**config.mk**
```make
export PLATFORM = sky130hd
export DESIGN_NAME = beat_timer
export DESIGN_NICKNAME = d
export VERILOG_FILES = /design/src/rtl/beat_timer.sv
export SDC_FILE = /design/constraint.sdc
export NUM_CORES = 1
export LEC_CHECK = 0
export ABC_AREA = 1
export CORE_MARGIN = 5
export CORE_UTILIZATION = 45
export DETAILED_ROUTE_END_ITERATION = 16
export PLACE_DENSITY = 0.73
export SLEW_MARGIN = 20
export SYNTH_ARGS = -nofsm -noshare
export SYNTH_HDL_FRONTEND = slang
export SYNTH_SLANG_ARGS = --single-unit
```
**constraint.sdc**
```tcl
create_clock -name T3 -period 2.3 [get_ports T3]
set_input_delay 0.46 -clock T3 [delete_from_list [all_inputs] [get_ports T3]]
set_output_delay 0.46 -clock T3 [all_outputs]
set_load 0.01 [all_outputs]
```
**src/rtl/beat_timer.sv**
```systemverilog
// Machine-beat generator: produces one-hot W1/W2/W3 on the falling edge of T3.
// Cycle length follows SHORT/LONG, halts on STOP/SSTEP, and restarts on a synchronised QD rising edge.
module beat_timer #(
    parameter int QD_SYNC_STAGES = 2,
    parameter int CYC_W          = 16
) (
    input  logic             T3,
    input  logic             CLR,
    input  logic             QD,
    input  logic             SHORT,
    input  logic             LONG,
    input  logic             STOP,
    input  logic             SSTEP,
    output logic             W1,
    output logic             W2,
    output logic             W3,
    output logic             RUN,
    output logic             T_END,
    output logic [CYC_W-1:0] CYC_CNT
);

    localparam logic [CYC_W-1:0] CYC_ONE = {{(CYC_W-1){1'b0}}, 1'b1};
    localparam logic [CYC_W-1:0] CYC_MAX = {CYC_W{1'b1}};

    logic [QD_SYNC_STAGES-1:0] sync_q, sync_d;
    logic                      prev_q;
    logic                      run_q, run_d;
    logic [2:0]                w_q, w_d;
    logic [CYC_W-1:0]          cyc_q, cyc_d;
    logic                      qd_rise;
    logic                      end_beat;

    assign sync_d   = {sync_q[QD_SYNC_STAGES-2:0], QD};
    assign qd_rise  = sync_q[QD_SYNC_STAGES-1] & ~prev_q;
    assign end_beat = (w_q[0] & SHORT) | (w_q[1] & ~LONG) | w_q[2];

    always_comb begin
        run_d = run_q;
        w_d   = w_q;
        cyc_d = cyc_q;
        if (!run_q) begin
            // A rise that lands on the halting edge is consumed by prev_q and never seen here.
            if (qd_rise) begin
                run_d = 1'b1;
                w_d   = 3'b001;
            end
        end else if (end_beat) begin
            if (cyc_q != CYC_MAX) begin
                cyc_d = cyc_q + CYC_ONE;
            end
            if (STOP || SSTEP) begin
                run_d = 1'b0;
            end else begin
                w_d = 3'b001;
            end
        end else begin
            w_d = {w_q[1:0], 1'b0};
        end
    end

    always_ff @(negedge T3 or posedge CLR) begin
        if (CLR) begin
            sync_q <= '0;
            prev_q <= 1'b0;
            run_q  <= 1'b0;
            w_q    <= 3'b000;
            cyc_q  <= '0;
        end else begin
            sync_q <= sync_d;
            prev_q <= sync_q[QD_SYNC_STAGES-1];
            run_q  <= run_d;
            w_q    <= w_d;
            cyc_q  <= cyc_d;
        end
    end

    assign W1      = w_q[0];
    assign W2      = w_q[1];
    assign W3      = w_q[2];
    assign RUN     = run_q;
    assign T_END   = run_q & end_beat;
    assign CYC_CNT = cyc_q;

endmodule

```
# Word-level counts from Yosys, hierarchy flattened
# Index checks and enable logic that the tools add are counted.
dict set report totals {
  reg_bits 23
  out_inout_bits 21
}
dict set report op_classes {
  addsub 1
  eq_ne 2
  n_mux 8
  bitwise_logic 8
  n_reduce_logical 4
}
# operator n
set op_table {}
lappend op_table {{$add 16x1->16 const B} 1}
lappend op_table {{$ne 16x16->1 const B} 1}
lappend op_table {{$mux 3} 4}
lappend op_table {{$and 1x1->1} 4}
lappend op_table {{$mux 1} 4}
lappend op_table {{$ne 3x3->1 const B} 1}
lappend op_table {{$reduce_and 3->1} 1}
lappend op_table {{$not 1->1} 2}
lappend op_table {{$or 1x1->1} 2}
lappend op_table {{$reduce_and 2->1} 1}
lappend op_table {{$reduce_bool 2->1} 1}
lappend op_table {{$logic_or 1x1->1} 1}

# Longest topological paths before layout
dict set report logic_depth {
  ltp_word 6
  mapped_depth 9
}

==> results by group <==
Placement
  • PortBufs: 27
  • Dpl cell area: 1809 um^2
  • Place WS: -650.9 ps
  • Routability cong.: 0.8513
  • Hpwl dp: 2.367 mm

Route
  • Drt drc: 0
  • WL/cell: 12.89 um
  • Drt first pass iters: 4
  • Routed WL: 3.698 mm
  • Routed Antenna Nets: 0
  • Initial DRC Count: 90
  • Via count: 1431
  • DR vias/cell: 4.986

Final layout
  • Fill cells: 202
  • Layout cell share with drive strength beyond 1: 43.36%
  • FF/Latch Area: 575.6 um^2
  • Fin area: 2105 um^2
  • # diodes: 0
  • Area delta synth->final: 59.89%
  • Final layout net count: 265
  • Area of the multi-input gates: 799.5 um^2

Critical path
  • Crit path largest cell delay: 460 ps
  • CP startpoint kind: flip-flop
  • Worst setup startpoint: w_q[1]
  • R2R Path Start: CYC_CNT[0]
  • Arrival time worst endpoint: 2390 ps
  • Cell Chain, Critical Path: inv_2, nor2_4, nor2_4, nor2_4, buf_6
  • Worst path slowest cell: dfrtn_1
  • Cell mode on critical path: nor2_4
  • CP Capture Type: output port
  • Worst endpoint required time: 1840 ps
  • Crit-path max FO: 2
  • Critical path class: reg -> out

Clock tree
  • Max clock buf depth: 2
  • CTS tree: yes
  • Root Driver: clkbuf_4
  • Hold buffers post-CTS: 0
  • Clock latency on the worst-skew pair: 300 ps
  • CTS Buf Count: 3
  • Htree depth: 1
  • Worst-path clk slew: 90 ps
  • CTS sink cnt: 23

GRT
  • Vias in the first global route: 1382
  • Initial antenna violation count: 0
  • First-pass GRT wire length: 5.940 mm
  • Largest net degree at the start of global routing: 24
  • Gr usage total: 17.66%
  • Gr ovfl total: 0

Die
  • Number of top-level pins: 28
  • Core Rows: 19
  • Initial Util: 47.32%
  • Floorplan core area: 2781 um^2
  • Die width: 64.09 um
  • Die area: 4107 um^2
  • Die height: 64.09 um

Pwr
  • Static Leak: 1.093 nW
  • Worst VDD drop: 0.0009385 V
  • PwrDens: 934.7 nW/um^2

Timing
  • Setup ws final: -548.6 ps
  • Fin. max-slew vios: 0
  • Final Skew: 1.270 ps
  • Setup repair after global routing missed its margin: true
  • Max_slew headroom: 70.87%
  • Hold Fails Final Rpt: 0
  • Least-Margin Pin Slew: 432.4 ps
  • Final Setup Violations: 41

Yosys
  • Synth unique cells: 19
  • Synth Warn #: 0
  • Syn Inst Count: 184
  • Synthesized area per cell: 7.154 um^2
  • Post-synthesis sequential area ratio: 43.73%
  • Post-synthesis cell area: 1316 um^2
  • Post-Syn Nets: 192
  • Synth Register Bits: 23

Min path
  • Hold path start: sync_q[0]
  • HP Class: reg -> reg

Status
  • Failing checks: negative setup slack
  • Status: complete, but fails checks

Run
  • Max-Cap Viols: 0
## through the flow
step | hold slack [ps] | cells | power, mW | util (%) | TNS [ps]
6_report | 298.5 | 287 | 1.967 | 75.66 | -6332
2_1_floorplan | 291.7 | 184 | 0.9735 | - | -1419
3_5_place_dp | 299.9 | 263 | 1.357 | 65.05 | -17860
3_3_place_gp | 296.6 | 263 | 1.325 | 65.05 | -16730
4_1_cts | 302.0 | 280 | 1.764 | 70.04 | -4471
5_1_grt | 315.9 | 287 | 2.108 | 75.66 | -8061
## cell type report
cell class | instances | share of cell area, %
clock buffer | 3 | 1.070
clock inverter | 1 | 0.2378
inverter | 23 | 4.102
multi-input combinational | 137 | 37.99
sequential | 23 | 27.35
tap | 31 | 1.843
timing repair buffer | 69 | 27.41
## critical path: cells and delay by family, from the launching register on
family	cells	cell delay, ps
flops	1	460
simple gates	3	310
buf+inv	2	170
## synthesized netlist by cell type
cell	n	area share, %
nand2_1	78	22
o21ai_0	8	3.0
nand3_2	1	0.76
nand3_1	9	3.4
xnor2_1	4	2.7
buf_8	1	1.1
nand2_4	1	0.86
nor2_4	1	0.86
xor2_1	2	1.3
o21ai_2	2	1.3
inv_1	23	6.6
nor2_2	3	1.4
buf_6	1	0.86
dfrtn_1	23	44
nand4_1	5	2.4
nand3b_1	1	0.57
nor2_1	19	5.4
nand2_2	1	0.48
ha_1	1	0.95
## per-layer routing
metal / global-route usage, % / vias up / part of all wire [%]
met5: 0 / - / 0
met4: 3.896 / 0 / 0.59
met3: 2.452 / 4 / 5.8
met1: 22.33 / 668 / 42
met2: 31.66 / 47 / 52
li1: - / 712 / -
## timing repair
action,CTS,global route
gates cloned,2,0
setup buffers,14,10
pin swaps,1,11
resized for setup,118,35
setup endpoints to repair,41,40
## report_power, final
part           leakage (nW)  internal [mW]  switching, mW
logic                 0.774          0.620          0.622
registers             0.302          0.490         0.0459
clock network        0.0177         0.0649          0.125
## placed cells by master (no fill, tap or decap), types with 3 or more instances in the layout
cell             instances
nand2_1                 56
buf_4                   33
dfrtn_1                 23
inv_1                   22
nand2_2                 18
nor2_1                  17
buf_2                   17
buf_6                   11
nand3_1                  8
o21ai_2                  7
nand2_4                  5
nand4_1                  5
nor2_4                   4
xnor2_1                  4
clkdlybuf4s50_1          4
clkbuf_4                 3
## flip-flops by register name (all words and copies together), names as in the netlist
register	flops
CYC_CNT	16
prev_q	1
RUN	1
sync_q	2
w_q	3
## path summary, 6_finish.rpt
| check | endpoint | slack (ps) | cells past startpoint |
|---|---|---|---|
| setup / recovery | T_END | -550 | 5 |
| hold / removal | sync_q[1] | 300 | 0 |
| setup reg to reg | CYC_CNT[6] | 260 | 9 |
| hold reg to reg | sync_q[1] | 300 | 0 |
| max in group asynchronous | CYC_CNT[12] | 630 | 3 |
| min in group asynchronous | sync_q[0] | 1500 | 3 |
## cell families after synthesis
logic type / Yosys count / synth area share (%)
flip-flops: 23 / 43.73
XOR/XNOR: 6 / 3.992
adder cells (fa/ha/maj): 1 / 0.9504
buffers and inverters: 25 / 8.555
AO/OA/AOI/OAI: 10 / 4.373
AND/OR/NAND/NOR: 119 / 38.40
Power figures use the tool's default switching activity.
